--- src/rtl/keypad_matrix_scanner_if.sv ---
// Key event bus from the keypad scanner to the frequency-entry logic.
// master: the scanner driving key_code/key_valid/key_held; slave: the consumer.
interface keypad_matrix_scanner_if;
    logic [3:0] key_code;
    logic       key_valid;
    logic       key_held;

    modport master (output key_code, output key_valid, output key_held);
    modport slave  (input  key_code, input  key_valid, input  key_held);
endinterface

--- src/rtl/keypad_matrix_scanner.sv ---
// 4x4 keypad scanner with press/release debounce and a one-clk key strobe.
// Optional auto-repeat while a key stays pressed: define KEYPAD_SCAN_REPEAT_EN.
//
// state    | meaning
// ---------+-------------------------------------------------------------
// SCAN     | walking rows one per scan tick, waiting for any low column
// DEBOUNCE | row frozen, counting ticks with the captured column pattern
// PRESSED  | key accepted and strobed, waiting for all columns high
// RELEASE  | all columns high, counting ticks before declaring release
module keypad_matrix_scanner #(
    parameter int DEBOUNCE_TICKS = 4,
    parameter int REPEAT_TICKS   = 50
) (
    input  logic                    clk,
    input  logic                    rst,
    input  logic                    ena,
    input  logic                    scan_q,
    input  logic [3:0]              cols,
    output logic [3:0]              rows,
    keypad_matrix_scanner_if.master key
);

    localparam int CNT_MAX = (DEBOUNCE_TICKS > REPEAT_TICKS) ? DEBOUNCE_TICKS : REPEAT_TICKS;
    localparam int CNT_W   = $clog2(CNT_MAX + 1);

    typedef enum logic [1:0] {ST_SCAN, ST_DEBOUNCE, ST_PRESSED, ST_RELEASE} state_t;

    state_t             state, state_n;
    logic [3:0]         cols_m, cols_s;
    logic               scan_q_d;
    logic               tick;
    logic [1:0]         row_idx, row_idx_n;
    logic [1:0]         col_idx;
    logic [3:0]         cap_cols, cap_cols_n;
    logic [CNT_W-1:0]   cnt, cnt_n, cnt_inc;
    logic [3:0]         code_n;
    logic               valid_n, held_n;
`ifdef KEYPAD_SCAN_REPEAT_EN
    localparam int RPT_W = $clog2(REPEAT_TICKS + 1);
    logic [RPT_W-1:0]   rpt, rpt_n, rpt_inc;
`endif

    // scan_q history keeps updating while disabled, so re-enabling never fakes an edge
    assign tick    = scan_q & ~scan_q_d & ena;
    assign cnt_inc = (cnt == CNT_W'(CNT_MAX)) ? cnt : cnt + 1'b1;
`ifdef KEYPAD_SCAN_REPEAT_EN
    assign rpt_inc = (rpt == RPT_W'(REPEAT_TICKS)) ? rpt : rpt + 1'b1;
`endif

    always_comb begin
        col_idx = 2'd0;
        for (int i = 3; i >= 0; i--) begin
            if (!cols_s[i]) col_idx = 2'(i);
        end
    end

    always_comb begin
        state_n    = state;
        row_idx_n  = row_idx;
        cap_cols_n = cap_cols;
        cnt_n      = cnt;
        code_n     = key.key_code;
        held_n     = key.key_held;
        valid_n    = 1'b0;
`ifdef KEYPAD_SCAN_REPEAT_EN
        rpt_n      = rpt;
`endif
        if (tick) begin
            case (state)
                ST_SCAN: begin
                    if (cols_s == 4'hF) begin
                        row_idx_n = row_idx + 2'd1;
                    end else begin
                        cap_cols_n = cols_s;
                        if (DEBOUNCE_TICKS == 1) begin
                            code_n  = {row_idx, col_idx};
                            valid_n = 1'b1;
                            held_n  = 1'b1;
                            cnt_n   = '0;
                            state_n = ST_PRESSED;
                        end else begin
                            cnt_n   = CNT_W'(1);
                            state_n = ST_DEBOUNCE;
                        end
                    end
                end
                ST_DEBOUNCE: begin
                    if (cols_s == cap_cols) begin
                        cnt_n = cnt_inc;
                        if (cnt_inc >= CNT_W'(DEBOUNCE_TICKS)) begin
                            code_n  = {row_idx, col_idx};
                            valid_n = 1'b1;
                            held_n  = 1'b1;
                            cnt_n   = '0;
                            state_n = ST_PRESSED;
                        end
                    end else begin
                        cnt_n     = '0;
                        row_idx_n = row_idx + 2'd1;
                        state_n   = ST_SCAN;
                    end
                end
                ST_PRESSED: begin
                    if (cols_s == 4'hF) begin
                        if (DEBOUNCE_TICKS == 1) begin
                            held_n    = 1'b0;
                            cnt_n     = '0;
                            row_idx_n = row_idx + 2'd1;
                            state_n   = ST_SCAN;
                        end else begin
                            cnt_n   = CNT_W'(1);
                            state_n = ST_RELEASE;
                        end
                    end else begin
`ifdef KEYPAD_SCAN_REPEAT_EN
                        rpt_n = rpt_inc;
                        if (rpt_inc >= RPT_W'(REPEAT_TICKS)) begin
                            valid_n = 1'b1;
                            rpt_n   = '0;
                        end
`endif
                    end
                end
                ST_RELEASE: begin
                    if (cols_s == 4'hF) begin
                        cnt_n = cnt_inc;
                        if (cnt_inc >= CNT_W'(DEBOUNCE_TICKS)) begin
                            held_n    = 1'b0;
                            cnt_n     = '0;
                            row_idx_n = row_idx + 2'd1;
                            state_n   = ST_SCAN;
                        end
                    end else begin
                        cnt_n   = '0;
                        state_n = ST_PRESSED;
                    end
                end
                default: state_n = ST_SCAN;
            endcase
        end
`ifdef KEYPAD_SCAN_REPEAT_EN
        if (state_n != ST_PRESSED) rpt_n = '0;
`endif
    end

    always_ff @(posedge clk or negedge rst) begin
        if (!rst) begin
            cols_m        <= 4'hF;
            cols_s        <= 4'hF;
            scan_q_d      <= 1'b0;
            state         <= ST_SCAN;
            row_idx       <= 2'd0;
            rows          <= 4'b1110;
            cap_cols      <= 4'hF;
            cnt           <= '0;
            key.key_code  <= 4'd0;
            key.key_valid <= 1'b0;
            key.key_held  <= 1'b0;
`ifdef KEYPAD_SCAN_REPEAT_EN
            rpt           <= '0;
`endif
        end else begin
            cols_m        <= cols;
            cols_s        <= cols_m;
            scan_q_d      <= scan_q;
            state         <= state_n;
            row_idx       <= row_idx_n;
            rows          <= ~(4'b0001 << row_idx_n);
            cap_cols      <= cap_cols_n;
            cnt           <= cnt_n;
            key.key_code  <= code_n;
            key.key_valid <= valid_n;
            key.key_held  <= held_n;
`ifdef KEYPAD_SCAN_REPEAT_EN
            rpt           <= rpt_n;
`endif
        end
    end

endmodule

--- src/flat_wrapper.sv ---
// flat-port wrapper written by rule: the top's interface ports become plain ports
module keypad_matrix_scanner_flat 
#(
    parameter int DEBOUNCE_TICKS = 4,
    parameter int REPEAT_TICKS   = 50
)
  (clk, rst, ena, scan_q, cols, rows, key_key_code, key_key_valid, key_key_held);
  keypad_matrix_scanner_if key_i ();
  input  logic clk;
  input  logic rst;
  input  logic ena;
  input  logic scan_q;
  input  logic [3:0] cols;
  output logic [3:0] rows;
  output wire logic [$bits(key_i.key_code)-1:0] key_key_code;
  output wire logic [$bits(key_i.key_valid)-1:0] key_key_valid;
  output wire logic [$bits(key_i.key_held)-1:0] key_key_held;
  assign key_key_code = key_i.key_code;
  assign key_key_valid = key_i.key_valid;
  assign key_key_held = key_i.key_held;
  keypad_matrix_scanner #(.DEBOUNCE_TICKS(DEBOUNCE_TICKS), .REPEAT_TICKS(REPEAT_TICKS)) u_core (.clk(clk), .rst(rst), .ena(ena), .scan_q(scan_q), .cols(cols), .rows(rows), .key(key_i));
endmodule
--- config.mk ---
export PLATFORM = sky130hd
export DESIGN_NAME = keypad_matrix_scanner_flat
export DESIGN_NICKNAME = d
export VERILOG_FILES = /design/src/rtl/keypad_matrix_scanner_if.sv /design/src/rtl/keypad_matrix_scanner.sv /design/src/flat_wrapper.sv
export SDC_FILE = /design/constraint.sdc
export NUM_CORES = 1
export LEC_CHECK = 0
export CORE_MARGIN = 2
export CORE_UTILIZATION = 50
export DETAILED_ROUTE_END_ITERATION = 16
export MAX_ROUTING_LAYER = met4
export PLACE_DENSITY = 0.73
export SYNTH_ARGS = -nofsm -noshare
export SYNTH_HDL_FRONTEND = slang
export SYNTH_SLANG_ARGS = --single-unit
--- constraint.sdc ---
create_clock -name clk -period 3.7 [get_ports clk]
set_input_delay 0.74 -clock clk [delete_from_list [all_inputs] [get_ports clk]]
set_output_delay 0.74 -clock clk [all_outputs]
set_load 0.05 [all_outputs]
==> flow_summary.ini, run 1 <==
[status]
status = complete, no violations

[clock_network]
cts-root-buf = clkbuf_4
worstSkewPairLatency_ns = 0.33
cts_setup_buffers = 0
path_clk_slew_ns = 0.11
clockBufferDepth = 2
cts_resized = 0
cts_sinks = 33
cts_tree = yes
h-tree-depth = 2
hold_buffers = 0
cts_made_buffers = 5

[synth]
ys_warn_count = 0
synth_area_per_cell_sq_um = 12.8
synth_edf_count = 0
syn_nets = 123
seq_area_frac_synth_pct = 58.5
ys.flop_type = dfrtp_1
synth_seq_cells = 33
ys_async_sr_fraction_pct = 100
ys_types = 40
syn_inst = 113
syn-cell-area_sq_um = 1440

[floorplanning]
rows = 19
ios = 18
die_h_um = 57.7
start_util_pct = 52.4
die_w_um = 57.7
die_area_sq_um = 3330
core-area_sq_um = 2760

[min_path]
hold_depth = 0
holdPathEnd = u_core.cols_s[0]$_DFF_PN1_
hp-start = u_core.cols_m[0]$_DFF_PN1_
hold_class = reg -> reg

[critical_path]
timing.rr.start = u_core.cnt[1]$_DFFE_PN0P_
cp_data_required_time_ns = 2.96
ff2ff_path_depth = 6
worst_setup_path_start_kind = flip-flop
r2r_slack_ns = 1.69
cpPeakStageDelay_ns = 0.79
worstPathMaxFanout = 1
path_buf_inv = 1
cp_cell_sequence = clkdlybuf4s50_1
cp_top_family = buffers and inverters
worstSetupEndpointType = output port
critPathKind = reg -> out
worstPathArrival_ns = 1.65
slowest_stage = clkdlybuf4s50_1
r2r_end = u_core.key.key_code[2]$_DFFE_PN0P_

[route]
wl_per_cell_um = 14.4
via_count = 915
ant_nets = 0
drt-total-wl_um = 2390
first_pass_iters = 4
drt-initial-drc-count = 15
vias_per_cell = 5.51
route.detailed.drc = 0

[sta]
rsz0062_at_grt = no
setup_viol = 0
fin_skew_ns = 0.00638
timing.final.crit_share_pct = 64.6
whs_ns = 0.362
hold_viol = 0
post-route-min-period_ns = 2.39
slew_headroom_pct = 35.4
tightest_slew_ns = 0.967
fmax_mhz = 418
final_max_slew_viol_count = 0
tns_ns = 0

[power]
vdd_drop_max_uv = 532
leakagePower_nw = 0.763
power.density_nw_per_um2 = 610
p_total_mw = 1.05

[place]
dp.cells = 158
gp_congestion = 0.760
dp_hpwl_um = 1680
portBuffers = 17
placed_area_sq_um = 1640

[final_layout]
final_area_sq_um = 1720
insertedDiodeCount = 0
drive_gt1_share_pct = 33.3
area_growth_syn_to_layout_pct = 19.2
fin_cells = 166
nNetsFinal = 144

[global_route]
grt_pass1_wl_um = 4170
grt_pass1_vias = 951
grt_max_degree = 23
grt_overflow = 0
grt_usage_pct = 17.7
antenna_found_initial = 0

[run]
cap_violations = 0
synthesized netlist by cell type (2+ instances only):
library cell | count | area [sq um]
dfrtp_1 | 18 | 450
dfstp_2 | 15 | 394
nand2_1 | 10 | 37.5
a21oi_1 | 5 | 25.0
and2_2 | 4 | 30.0
mux2_2 | 4 | 45.0
mux2_4 | 4 | 60.1
xor2_1 | 4 | 35.0
a31oi_1 | 3 | 18.8
inv_1 | 3 | 11.3
mux2i_1 | 3 | 30.0
nor2_1 | 3 | 11.3
xnor2_1 | 3 | 26.3
a21o_1 | 2 | 15.0
and2_1 | 2 | 12.5
buf_2 | 2 | 10.0
clkbuf_1 | 2 | 7.51
ha_1 | 2 | 25.0
nor2b_1 | 2 | 12.5
nor3_1 | 2 | 10.0
worst max path at each step:
stage                                                    end  slack, ns                startpoint  depth (start not counted)
after floorplan           u_core.key.key_code[0]$_DFFE_PN0P_       1.71                       ena                          6
after global placement    u_core.key.key_code[2]$_DFFE_PN0P_       1.17                    scan_q                          6
after detailed placement  u_core.key.key_code[0]$_DFFE_PN0P_       1.11                    scan_q                          6
after CTS                                            rows[2]       1.28  u_core.rows[2]$_DFF_PN1_                          1
after global routing                                 rows[1]       1.25  u_core.rows[1]$_DFF_PN1_                          1
final                                                rows[3]       1.31  u_core.rows[3]$_DFF_PN1_                          1
through the flow:
step	utilization (%)	worst slack, ns
after CTS	62.4	1.28
final	62.4	1.31
after global placement	59.6	1.17
after floorplan	-	1.71
after global routing	62.4	1.25
after detailed placement	59.6	1.11
kinds of logic (layout without fill, tap and decap cells):
| family | after synthesis | count (layout) | share of synthesized area [%] |
|---|---|---|---|
| buffers and inverters | 7 | 29 | 1.99 |
| flip-flops | 33 | 33 | 58.5 |
| XOR/XNOR | 7 | 7 | 4.25 |
| AO/OA/AOI/OAI | 22 | 22 | 11.2 |
| multiplexers | 11 | 11 | 9.36 |
| AND/OR/NAND/NOR | 31 | 31 | 13.0 |
| adder cells (fa/ha/maj) | 2 | 2 | 1.73 |
flip-flops by register name, summed over array words and instances, names as in the netlist:
register,flops
u_core.cap_cols,4
u_core.rows,4
u_core.cnt,6
u_core.state,2
u_core.cols_s,4
u_core.key.key_valid,1
u_core.cols_m,4
u_core.row_idx,2
u_core.key.key_held,1
u_core.key.key_code,4
u_core.scan_q_d,1
area by class of cell:
class	count	area [sq um]
clock inverters	2	16.3
well taps	31	38.8
inverters	3	11.3
repair buffers	18	178
flip-flops and latches	33	845
fillers	231	1040
multi-input cells	73	571
clock buffers	6	62.6
placed cells by master (no fill, tap or decap), drive strengths merged, types with 2 or more instances in the layout:
cell type | netlist | final
inv | 3 | 3
o31ai | 2 | 2
a21oi | 5 | 5
nor2 | 4 | 4
dfrtp | 18 | 18
and2 | 6 | 6
a31oi | 3 | 3
dfstp | 15 | 15
nand2 | 11 | 11
xnor2 | 3 | 3
o21ai | 3 | 3
clkbuf | 2 | 6
mux2 | 8 | 8
mux2i | 3 | 3
clkdlybuf4s50 | 0 | 17
a21o | 2 | 2
nor2b | 2 | 2
xor2 | 4 | 4
ha | 2 | 2
nor3 | 2 | 2
metal layers:
layer	wire (um)	up-vias	global-route usage, %	part of all wire, %
met1	1020	445	19.1	43
met2	1200	29	28.6	50
met4	25	0	7.97	1.0
met5	0	-	-	0
met3	147	2	7.37	6.2
li1	-	439	-	-
power breakdown:
| part | internal [mW] | switching (mW) | leakage (nW) |
|---|---|---|---|
| Clock | 0.116 | 0.129 | 0.0396 |
| Combinational | 0.123 | 0.166 | 0.329 |
| Sequential | 0.459 | 0.0579 | 0.394 |
| Total | 0.697 | 0.354 | 0.763 |
Note: power is estimated with default switching activity, not from simulation.
==> run 2, diff against run 1 <==
clock period = 2.35 ns   (was 3.7 ns; I/O delays follow)
==> run 2 against run 1 <==
Clock-buffer cell count shrank 1; power is 49% higher; largest power group unchanged; hold slack worse by 0.0021 ns; clock power rose by 24%; final cell count increased by 1.2%; global-route usage shrank 1.4 points; highest routed layer unchanged; register-to-register slack got worse by 1.2 ns; largest cell class unchanged; non-clock buffer count rose by 2; utilization down 0.32 points; critical endpoint is now rows[1]; critical path depth did not move; clock skew shrank 0.0026 ns; critical path type unchanged.
==> flow_summary.ini, run 2 (same netlist as run 1, synthesis figures left out) <==
[floorplanning]
die_h_um = 57.7
die_w_um = 57.7
core-area_sq_um = 2760
die_area_sq_um = 3330
rows = 19
ios = 18
start_util_pct = 52.4

[final_layout]
fin_cells = 168
largest_reg_flops = 6
max_flop_register = u_core.cnt
area_growth_syn_to_layout_pct = 18.6
nNetsFinal = 146
final_util_pct = 62.1
final_cell_mix = dfrtp_1, clkdlybuf4s50_1, dfstp_2
final_common_cell = dfrtp_1
insertedDiodeCount = 0
drive_gt1_share_pct = 34.3

[route]
routed.top_layer = met4
via_count = 893
vias_per_cell = 5.32
drt-initial-drc-count = 10
first_pass_iters = 4
wl_per_cell_um = 13.3
route.detailed.drc = 0
met1_length_um = 984
wl_met3_um = 127
drt-total-wl_um = 2230
met2WireLength_um = 1060
ant_nets = 0

[power]
power.density_nw_per_um2 = 917
switching_share_pct = 34.5
seq_power_share_pct = 51.7
leakagePower_nw = 0.765
vdd_drop_max_uv = 680
power.switching_mw = 0.541
intPower_mw = 1.03
p_clk_share_pct = 19.4
p_comb_share_pct = 28.9

[clock_network]
cts_tree = yes
worstSkewPairLatency_ns = 0.34
h-tree-depth = 2
clockBufferDepth = 2
cts_resized = 0
hold_buffers = 0
path_clk_slew_ns = 0.10
cts_sinks = 33
cts-root-buf = clkbuf_4
cts_made_buffers = 5
cts_setup_buffers = 0

[critical_path]
worstPathArrival_ns = 1.65
slowest_stage = clkdlybuf4s50_1
worstPathMaxFanout = 1
ff2ff_path_depth = 5
worstSetupEndpointType = output port
cp_cell_sequence = clkdlybuf4s50_1
startpoint = u_core.rows[1]$_DFF_PN1_
crit_cells = 1
cp_top_family = buffers and inverters
cp_data_required_time_ns = 1.88
critPathKind = reg -> out
cpPeakStageDelay_ns = 0.79
timing.rr.start = u_core.cols_s[3]$_DFF_PN1_
worst_setup_path_start_kind = flip-flop
path_buf_inv = 1

[global_route]
grt_overflow = 0
grt_usage_pct = 16.3
antenna_found_initial = 0
grt_max_degree = 34
grt_pass1_wl_um = 3750
grt_pass1_vias = 844

[sta]
timing.final.crit_share_pct = 90.4
setup_ws_ns = 0.225
final_max_slew_viol_count = 0
fin_skew_ns = 0.00383
rsz0062_at_grt = no
hold_viol = 0
setup_viol = 0
whs_ns = 0.360
tns_ns = 0
post-route-min-period_ns = 2.12
slew_headroom_pct = 61.7
fmax_mhz = 471
tightest_slew_ns = 0.568

[place]
dp.cells = 160
dp_slack_ns = 0.268
portBuffers = 17
dp_hpwl_um = 1620
gp_congestion = 0.767

[run]
cap_violations = 0

[min_path]
hold_depth = 0
hp-start = u_core.cols_m[3]$_DFF_PN1_
hold_class = reg -> reg

[status]
status = complete, no violations
run 2: cell types whose count changed in the layout (fill, tap and decap cells not counted), sizes merged:
cell    previous run  this run
clkinv             1         2
buf                1         3
clkbuf             6         5
run 2: cell type report:
class                           count  area [sq um]
Fill cell                         218          1040
Sequential cell                    33           845
Multi-Input combinational cell     73           571
Timing Repair Buffer               20           193
Tap cell                           31          38.8
Clock buffer                        5          37.5
Clock inverter                      3          17.5
Inverter                            3          11.3
run 2: through the flow:
step | power [mW] | area (sq um)
6_report | 1.57 | 1710
5_1_grt | 1.67 | 1710
4_1_cts | 1.59 | 1710
3_5_place_dp | 1.28 | 1660
3_3_place_gp | 1.27 | 1660
2_1_floorplan | 1.15 | 1440
run 2: worst paths after layout:
path | to | slack, ns
worst max-delay path | rows[1] | 0.23
worst min-delay path | u_core.cols_s[3]$_DFF_PN1_ | 0.36
worst max register to register | u_core.cnt[1]$_DFFE_PN0P_ | 0.45
worst min register to register | u_core.cols_s[3]$_DFF_PN1_ | 0.36
max in group asynchronous | u_core.cols_s[2]$_DFF_PN1_ | 1.51
min in group asynchronous | u_core.cnt[3]$_DFFE_PN0P_ | 0.51
run 2: per-layer routing:
layer | vias up | track usage [%]
met2 | 22 | 25.2
met5 | - | -
met3 | 6 | 6.70
met4 | 0 | 8.97
li1 | 442 | -
met1 | 423 | 17.9
run 2: power groups by stage:
stage	logic (mW)	registers [mW]	clock network, mW
floorplan	0.226	0.919	0
global placement	0.447	0.818	0
detailed placement	0.460	0.823	0
CTS	0.460	0.811	0.322
global route	0.493	0.827	0.350
finish	0.454	0.811	0.305
==> run 3, diff against run 2 <==
CORE_UTILIZATION = 53   (was 50)
CTS_CLUSTER_SIZE = 40   (was default)
PLACE_DENSITY = 0.77   (was 0.73)
==> run 3 against run 2 <==
Register-to-register slack barely moved; fmax rose by 0.69%; hold slack got worse by 0.00055 ns; wire length rose by 0.31%; die area fell by 5.3%; sequential share of layout area fell by 0.39 points; clock skew rose by 0.0031 ns; sequential power barely moved; global-route usage rose by 0.29 points; largest power group unchanged.
==> flow_summary.ini, run 3 (same netlist as run 1, synthesis figures left out) <==
[status]
status = complete, no violations

[run]
cap_violations = 0

[floorplanning]
ios = 18
rows = 18
start_util_pct = 57.2
core-area_sq_um = 2520
die_h_um = 56.2
die_area_sq_um = 3160
die_w_um = 56.2

[power]
power.density_nw_per_um2 = 938
vdd_drop_max_uv = 847
p_comb_share_pct = 28.0
leakagePower_nw = 0.775
p_clk_share_pct = 21.7
seq_power_share_pct = 50.3
intPower_mw = 1.09
switching_share_pct = 32.7
power.switching_mw = 0.529

[clock_network]
clockBufferDepth = 2
cts_tree = yes
cts_setup_buffers = 0
path_clk_slew_ns = 0.10
cts_made_buffers = 5
cts_sinks = 33
cts-root-buf = clkbuf_4
worstSkewPairLatency_ns = 0.33
hold_buffers = 0
h-tree-depth = 2
cts_resized = 0

[min_path]
hp-start = u_core.cols_m[2]$_DFF_PN1_
hold_class = reg -> reg
holdPathEnd = u_core.cols_s[2]$_DFF_PN1_
hold_depth = 0

[sta]
setup_viol = 0
tns_ns = 0
tightest_slew_ns = 0.553
final_max_slew_viol_count = 0
timing.final.crit_share_pct = 89.8
hold_viol = 0
slew_headroom_pct = 62.7
fin_skew_ns = 0.00693
post-route-min-period_ns = 2.11
rsz0062_at_grt = no
fmax_mhz = 474

[critical_path]
worstSetupEndpointType = output port
ff2ff_path_depth = 5
critPathKind = reg -> out
cp_cell_sequence = clkdlybuf4s50_1
r2r_slack_ns = 0.44
r2r_end = u_core.cnt[1]$_DFFE_PN0P_
slowest_stage = clkdlybuf4s50_1
worst_setup_path_start_kind = flip-flop
startpoint = u_core.rows[2]$_DFF_PN1_
timing.rr.start = u_core.cols_s[3]$_DFF_PN1_
worstPathArrival_ns = 1.64
worstPathMaxFanout = 1
cp_data_required_time_ns = 1.88
path_buf_inv = 1
cpPeakStageDelay_ns = 0.79
cp_top_family = buffers and inverters

[place]
dp_hpwl_um = 1610
portBuffers = 17
gp_congestion = 0.808

[route]
route.detailed.drc = 0
drt-initial-drc-count = 15
drt-total-wl_um = 2230
first_pass_iters = 4
ant_nets = 0
via_count = 897
routed.top_layer = met4
wl_met3_um = 144
met1_length_um = 1000
vias_per_cell = 5.37
met2WireLength_um = 1040
wl_per_cell_um = 13.4

[global_route]
antenna_found_initial = 0
grt_usage_pct = 16.6
grt_overflow = 0
grt_pass1_vias = 858
grt_pass1_wl_um = 3820
grt_max_degree = 34

[final_layout]
largest_reg_flops = 6
drive_gt1_share_pct = 34.3
area_growth_syn_to_layout_pct = 19.6
final_common_cell = dfrtp_1
insertedDiodeCount = 0
final_util_pct = 68.5
final_cell_mix = dfrtp_1, clkdlybuf4s50_1, dfstp_2
max_flop_register = u_core.cnt
nNetsFinal = 146
==> run 3: changes by cell type in the layout (fill, tap and decap cells not counted), sizes merged <==
cell	delta
clkinv	-1
clkinvlp	-1
clkbuf	+2
==> run 3: final cells by class <==
class | instances | area [sq um]
sequential | 33 | 845
tap | 30 | 37.5
timing repair buffer | 20 | 193
fill | 196 | 796
clock inverter | 1 | 5.00
multi-input combinational | 73 | 571
inverter | 3 | 11.3
clock buffer | 7 | 65.1
==> run 3: how the worst max path moves through the flow <==
stage                     slack, ns                                  to  cells after the start
after floorplan                0.51  u_core.key.key_code[0]$_DFFE_PN0P_                      6
after global routing           0.20                             rows[2]                      1
after global placement         0.30  u_core.key.key_code[1]$_DFFE_PN0P_                      6
after detailed placement       0.25         u_core.state[1]$_DFFE_PN0P_                      7
after CTS                      0.23                             rows[2]                      1
final                          0.24                             rows[2]                      1
==> run 3: routing by layer <==
layer,vias up,GRT usage [%]
met5,-,-
met4,0,6.80
met3,7,7.21
met2,28,24.7
met1,424,19.7
li1,438,-
==> run 3: metrics by stage <==
step / instance area [sq um] / hold WS [ns] / instances / power (mW) / setup slack (ns)
2_1_floorplan: 1440 / 0.174 / 113 / 1.15 / 0.509
3_3_place_gp: 1660 / 0.346 / 159 / 1.26 / 0.299
3_5_place_dp: 1660 / 0.347 / 159 / 1.28 / 0.250
4_1_cts: 1730 / 0.361 / 167 / 1.64 / 0.226
5_1_grt: 1730 / 0.365 / 167 / 1.71 / 0.201
6_report: 1730 / 0.360 / 167 / 1.62 / 0.240
==> run 3: power by group through the flow <==
| stage | logic [mW] | clock network (mW) | registers [mW] |
|---|---|---|---|
| floorplan | 0.226 | 0 | 0.919 |
| global placement | 0.446 | 0 | 0.818 |
| detailed placement | 0.459 | 0 | 0.826 |
| CTS | 0.460 | 0.364 | 0.815 |
| global route | 0.492 | 0.388 | 0.830 |
| finish | 0.454 | 0.351 | 0.814 |
